$ cat src/rtl/lcd_nibble_writer_if.sv
// Byte request channel between the LCD sequencing logic and the nibble writer.
// The master offers one byte per valid/ready handshake; the slave reports completion on done.
interface lcd_nibble_writer_if;
    logic [7:0] data;
    logic       rs;
    logic       long_sel;
    logic       valid;
    logic       ready;
    logic       done;

    modport master (
        output data,
        output rs,
        output long_sel,
        output valid,
        input  ready,
        input  done
    );

    modport slave (
        input  data,
        input  rs,
        input  long_sel,
        input  valid,
        output ready,
        output done
    );
endinterface

$ cat src/rtl/lcd_nibble_writer.sv
// Byte-to-nibble transmit stage for a character LCD in 4-bit mode: sends the high
// then the low nibble with setup, enable-pulse, gap and execution-wait timing.
module lcd_nibble_writer #(
    parameter int SETUP_CYC  = 2,
    parameter int PULSE_CYC  = 12,
    parameter int GAP_CYC    = 50,
    parameter int SHORT_WAIT = 2000,
    parameter int LONG_WAIT  = 82000,
    parameter int CNT_W      = 17
) (
    input  logic                clk,
    input  logic                rst,
    lcd_nibble_writer_if.slave  req,
    output logic                lcd_e,
    output logic                lcd_rs,
    output logic                lcd_rw,
    output logic [3:0]          sf_data
);

    typedef enum logic [2:0] {
        ST_IDLE,
        ST_HI_SETUP,
        ST_HI_PULSE,
        ST_GAP,
        ST_LO_SETUP,
        ST_LO_PULSE,
        ST_WAIT
    } state_t;

    // Terminal counts: each state lasts exactly its parameter number of cycles.
    localparam logic [CNT_W-1:0] SETUP_LAST = CNT_W'(SETUP_CYC - 1);
    localparam logic [CNT_W-1:0] PULSE_LAST = CNT_W'(PULSE_CYC - 1);
    localparam logic [CNT_W-1:0] GAP_LAST   = CNT_W'(GAP_CYC - 1);
    localparam logic [CNT_W-1:0] SHORT_LAST = CNT_W'(SHORT_WAIT - 1);
    localparam logic [CNT_W-1:0] LONG_LAST  = CNT_W'(LONG_WAIT - 1);

    state_t           state_r;
    logic [CNT_W-1:0] cnt_r;
    logic [7:0]       byte_r;
    logic             long_r;
    logic             ready_r;
    logic             done_r;
    logic [CNT_W-1:0] wait_last_s;

    assign wait_last_s = long_r ? LONG_LAST : SHORT_LAST;
    assign req.ready   = ready_r;
    assign req.done    = done_r;
    assign lcd_rw      = 1'b0;

    // Transfer sequencer; pin values are loaded together with each state change.
    always_ff @(posedge clk) begin
        if (rst) begin
            state_r <= ST_IDLE;
            cnt_r   <= '0;
            byte_r  <= 8'h00;
            long_r  <= 1'b0;
            ready_r <= 1'b0;
            done_r  <= 1'b0;
            lcd_e   <= 1'b0;
            lcd_rs  <= 1'b0;
            sf_data <= 4'h0;
        end else begin
            done_r <= 1'b0;
            case (state_r)
                ST_IDLE: begin
                    cnt_r <= '0;
                    lcd_e <= 1'b0;
                    if (req.valid && ready_r) begin
                        byte_r  <= req.data;
                        long_r  <= req.long_sel;
                        lcd_rs  <= req.rs;
                        sf_data <= req.data[7:4];
                        ready_r <= 1'b0;
                        state_r <= ST_HI_SETUP;
                    end else begin
                        lcd_rs  <= 1'b0;
                        sf_data <= 4'h0;
                        ready_r <= 1'b1;
                    end
                end
                ST_HI_SETUP: begin
                    if (cnt_r == SETUP_LAST) begin
                        cnt_r   <= '0;
                        lcd_e   <= 1'b1;
                        state_r <= ST_HI_PULSE;
                    end else begin
                        cnt_r <= cnt_r + 1'b1;
                    end
                end
                ST_HI_PULSE: begin
                    if (cnt_r == PULSE_LAST) begin
                        cnt_r   <= '0;
                        lcd_e   <= 1'b0;
                        state_r <= ST_GAP;
                    end else begin
                        cnt_r <= cnt_r + 1'b1;
                    end
                end
                // High nibble stays on the bus through the gap to honour hold time.
                ST_GAP: begin
                    if (cnt_r == GAP_LAST) begin
                        cnt_r   <= '0;
                        sf_data <= byte_r[3:0];
                        state_r <= ST_LO_SETUP;
                    end else begin
                        cnt_r <= cnt_r + 1'b1;
                    end
                end
                ST_LO_SETUP: begin
                    if (cnt_r == SETUP_LAST) begin
                        cnt_r   <= '0;
                        lcd_e   <= 1'b1;
                        state_r <= ST_LO_PULSE;
                    end else begin
                        cnt_r <= cnt_r + 1'b1;
                    end
                end
                ST_LO_PULSE: begin
                    if (cnt_r == PULSE_LAST) begin
                        cnt_r   <= '0;
                        lcd_e   <= 1'b0;
                        state_r <= ST_WAIT;
                    end else begin
                        cnt_r <= cnt_r + 1'b1;
                    end
                end
                ST_WAIT: begin
                    if (cnt_r == wait_last_s) begin
                        cnt_r   <= '0;
                        lcd_rs  <= 1'b0;
                        sf_data <= 4'h0;
                        ready_r <= 1'b1;
                        done_r  <= 1'b1;
                        state_r <= ST_IDLE;
                    end else begin
                        cnt_r <= cnt_r + 1'b1;
                    end
                end
                default: begin
                    cnt_r   <= '0;
                    lcd_e   <= 1'b0;
                    lcd_rs  <= 1'b0;
                    sf_data <= 4'h0;
                    ready_r <= 1'b0;
                    state_r <= ST_IDLE;
                end
            endcase
        end
    end

endmodule

$ cat src/flat_wrapper.sv
// flat-port wrapper written by rule: the top's interface ports become plain ports
module lcd_nibble_writer_flat 
#(
    parameter int SETUP_CYC  = 2,
    parameter int PULSE_CYC  = 12,
    parameter int GAP_CYC    = 50,
    parameter int SHORT_WAIT = 2000,
    parameter int LONG_WAIT  = 82000,
    parameter int CNT_W      = 17
)
  (clk, rst, lcd_e, lcd_rs, lcd_rw, sf_data, req_data, req_rs, req_long_sel, req_valid, req_ready, req_done);
  lcd_nibble_writer_if req_i ();
  input  logic clk;
  input  logic rst;
  output logic lcd_e;
  output logic lcd_rs;
  output logic lcd_rw;
  output logic [3:0] sf_data;
  input wire logic [$bits(req_i.data)-1:0] req_data;
  input wire logic [$bits(req_i.rs)-1:0] req_rs;
  input wire logic [$bits(req_i.long_sel)-1:0] req_long_sel;
  input wire logic [$bits(req_i.valid)-1:0] req_valid;
  output wire logic [$bits(req_i.ready)-1:0] req_ready;
  output wire logic [$bits(req_i.done)-1:0] req_done;
  assign req_i.data = req_data;
  assign req_i.rs = req_rs;
  assign req_i.long_sel = req_long_sel;
  assign req_i.valid = req_valid;
  assign req_ready = req_i.ready;
  assign req_done = req_i.done;
  lcd_nibble_writer #(.SETUP_CYC(SETUP_CYC), .PULSE_CYC(PULSE_CYC), .GAP_CYC(GAP_CYC), .SHORT_WAIT(SHORT_WAIT), .LONG_WAIT(LONG_WAIT), .CNT_W(CNT_W)) u_core (.clk(clk), .rst(rst), .req(req_i), .lcd_e(lcd_e), .lcd_rs(lcd_rs), .lcd_rw(lcd_rw), .sf_data(sf_data));
endmodule
$ cat config.mk
export PLATFORM = sky130hd
export DESIGN_NAME = lcd_nibble_writer_flat
export DESIGN_NICKNAME = d
export VERILOG_FILES = /design/src/rtl/lcd_nibble_writer_if.sv /design/src/rtl/lcd_nibble_writer.sv /design/src/flat_wrapper.sv
export SDC_FILE = /design/constraint.sdc
export NUM_CORES = 1
export LEC_CHECK = 0
export CAP_MARGIN = 20
export CORE_UTILIZATION = 58
export DETAILED_ROUTE_END_ITERATION = 8
export HOLD_SLACK_MARGIN = 0.1
export PLACE_DENSITY = 0.83
export SETUP_SLACK_MARGIN = 0.05
export SYNTH_ARGS = -nofsm -noshare
export SYNTH_HDL_FRONTEND = slang
export SYNTH_SLANG_ARGS = --single-unit
$ cat constraint.sdc
create_clock -name clk -period 6.82 [get_ports clk]
set_input_delay 1.023 -clock clk [delete_from_list [all_inputs] [get_ports clk]]
set_output_delay 1.023 -clock clk [all_outputs]
set_load 0.1 [all_outputs]
==> key figures <==
Outcome
  – Outcome: finished, final reports clean

Setup path
  – Startpoint types: flip-flop
  – CP Capture Type: flip-flop
  – Crit path from: u_core.cnt_r[0]$_SDFF_PP0_
  – R2R Setup Slk: 3830 ps
  – CP Class: flip-flop to flip-flop
  – Max Fanout on Critical Path: 15
  – Required time of the worst setup path: 6990 ps
  – Crit path arrival time: 3160 ps
  – Reg2Reg Launch Point: u_core.cnt_r[0]$_SDFF_PP0_

Place
  – HPWL after detailed placement: 2770 um
  – Pre-CTS setup slack: 3870 ps
  – GP Congestion: 0.867
  – Port Buf Inserts: 20

Routing
  – ANT nets after route: 0
  – Initial DRC Count: 66
  – Wire length on met2: 1810 um
  – DRT met1 WL: 1810 um
  – First-pass DRT Iterations: 4
  – Uppermost layer routed: met4
  – DRT Wirelength: 3850 um
  – DRC errors left: 0
  – Routed length per placed instance: 15.0 um
  – Vias after detailed routing: 1621
  – Vias/cell: 6.33
  – Met3 Wirelength: 185 um

Synthesis
  – Synth Area in Adders: 0.0147
  – Yosys top cell area share: 0.387
  – Most used DFF post-synth: dfxtp_1
  – Area contributors post-synth: dfxtp_1 39%, nand2_1 7.0%, a211oi_1 6.2%
  – Yosys reg bits: 33
  – Syn Nets: 222
  – Yosys top cell by area: dfxtp_1
  – Largest family of logic cells by synthesized area: simple AND/OR/NAND/NOR gates
  – XOR/XNOR Fraction of Synth Area: 0.0718
  – Post-synthesis compound-gate area fraction: 0.195
  – Top post-synthesis cells by count: 33 x dfxtp_1, 32 x nand2_1, 14 x a211oi_1, 14 x nor2_1, 12 x a21oi_1
  – YS warnings: 0
  – Simple-gate area share of the yosys netlist: 0.286
  – Async SR Flop Fraction: 0
  – Sequential area share after synthesis: 0.387
  – Post-synthesis cell type count: 41
  – Syn Area/Cell: 8.24 um^2
  – Syn Inst Count: 207
  – Mux contribution to synthesized area: 0
  – Most frequent cell after synthesis: dfxtp_1
  – Syn Std Cell Area: 1710 um^2
  – Number of flops mapped to enable cells by yosys: 0

Power and ir drop
  – Internal Pwr Total: 332 uW
  – LEAKAGE: 0.667 nW
  – Power per cell area: 292 nW/um^2
  – Total power draw: 575 uW
  – Sw Ratio: 0.423
  – Comb pwr share: 0.372
  – Max VDD drop: 234 uV
  – Switch Pwr: 243 uW
  – Clock Power Share: 0.222
  – Reg power frac: 0.407

Final layout
  – Layout Area Growth over Synthesis: 15.5%
  – Layout cell share with drive strength beyond 1: 0.0756
  – # fillers: 220
  – Fin util: 0.709
  – Nets: 239
  – Diode count: 0

Floorplanning
  – Core area: 2780 um^2
  – Cell Rows: 19
  – Num ports: 22
  – Die area: 3160 um^2
  – Initial Util: 0.614
  – Die Ht: 56.2 um
  – Die W: 56.2 um

GRT
  – GRT Overall Usage: 0.269
  – First-pass GRT wire length: 6660 um
  – Vias in the first global route: 1423
  – Residual overflow from global routing: 0
  – Largest net degree at the start of global routing: 18
  – Initial antenna violation count: 0

Worst hold path
  – HP Class: flip-flop to flip-flop
  – Worst hold start: u_core.byte_r[0]$_SDFFE_PP0P_

Clocking
  – CTS Sinks: 33
  – Post-CTS setup buffer count: 0
  – TritonCTS clock tree: built
  – Post-CTS sizing: 0
  – Post-CTS Hold Fix Bufs: 0
  – Clock tree root buffer cell: clkbuf_4
  – Clk pin slew, worst setup/hold paths: 100 ps
  – Htree depth: 2
  – Clock tree buffer depth: 2
  – Num CTS Buffers: 5
  – Clk_lat worst skew: 350 ps

STA
  – Final number of max-transition violations: 0
  – Final setup vio count: 0
  – Hold WS: 468 ps
  – Fin. Hold Viols: 0
  – Fin worst setup slack: 3830 ps
  – Worst Tran Pin Value: 1020 ps
  – Setup TNS: 0 ps
  – Final Skew: 5.08 ps
  – Min Tclk post-route: 2990 ps
  – Relative slew margins: 0.318
  – RSZ-0062 raised after global routing: no
  – Fmax: 335 MHz
  – Period utilization: 0.438

Run
  – Max-cap viol count: 0
kinds of logic after synthesis:
family / after synthesis
AND/OR/NAND/NOR: 94
adder cells (fa/ha/maj): 2
AO/OA/AOI/OAI: 46
XOR/XNOR: 14
flip-flops: 33
other: 1
buffers and inverters: 17
routing by layer:
metal / global-route usage / vias to the layer above
met5: 0 / -
met4: 0.111 / 0
met3: 0.0581 / 8
met1: 0.378 / 780
met2: 0.398 / 44
li1: - / 789
through the flow:
step | std cells | cell area, um^2
final | 256 | 1970
after floorplan | 207 | 1710
after detailed placement | 248 | 1900
after CTS | 256 | 1970
after global routing | 256 | 1970
after global placement | 248 | 1900
power by group through the flow:
stage	Sequential [mW]	Clock [mW]	Combinational [mW]
CTS	0.233	0.131	0.211
floorplan	0.277	0	0.127
finish	0.234	0.128	0.214
global placement	0.236	0	0.204
detailed placement	0.237	0	0.210
global route	0.237	0.138	0.229
flip-flops by register name, summed over array words and instances (netlist names):
| signal | count |
|---|---|
| u_core.state_r | 3 |
| u_core.lcd_rs | 1 |
| u_core.sf_data | 4 |
| u_core.cnt_r | 17 |
| u_core.req.ready | 1 |
| u_core.lcd_e | 1 |
| u_core.byte_r | 4 |
| u_core.long_r | 1 |
| u_core.req.done | 1 |
final timing paths:
path,end,depth (start not counted)
hold / removal,u_core.byte_r[0]$_SDFFE_PP0P_,2
hold reg to reg,u_core.byte_r[0]$_SDFFE_PP0P_,2
setup reg to reg,u_core.cnt_r[1]$_SDFF_PP0_,6
setup / recovery,u_core.cnt_r[1]$_SDFF_PP0_,6
critical path, cell delays in order, from the launching register on:
cell and delay [ps]:
dfxtp_1 410, ha_1 240, or4bb_1 490, nor4_1 540
a21oi_1 90, nor2_1 810, a211oi_1 230
cell usage in the layout, fill, tap and decap left out, drive strengths merged, types with 2 or more instances in the layout:
master         count
and2               2
nand2             32
nor4               4
and3               3
o22ai              2
nand4              7
ha                 2
clkbuf             7
or3                2
inv                6
a211oi            14
or4b               2
nor2              14
xnor2              7
nand3             11
o21ai              5
or4                4
dfxtp             33
clkdlybuf4s50     20
a21oi             12
nor3               7
and4               2
a221o              4
xor2               7
final cells by class:
class	count	area [um^2]	share of cell area
tap	31	38.8	0.0197
inverter	6	22.5	0.0114
multi-input combinational	157	972	0.493
timing repair buffer	21	208	0.105
clock buffer	7	65.1	0.0330
clock inverter	1	5.00	0.00254
sequential	33	661	0.335
No activity file was read; power rests on OpenSTA's default activity.
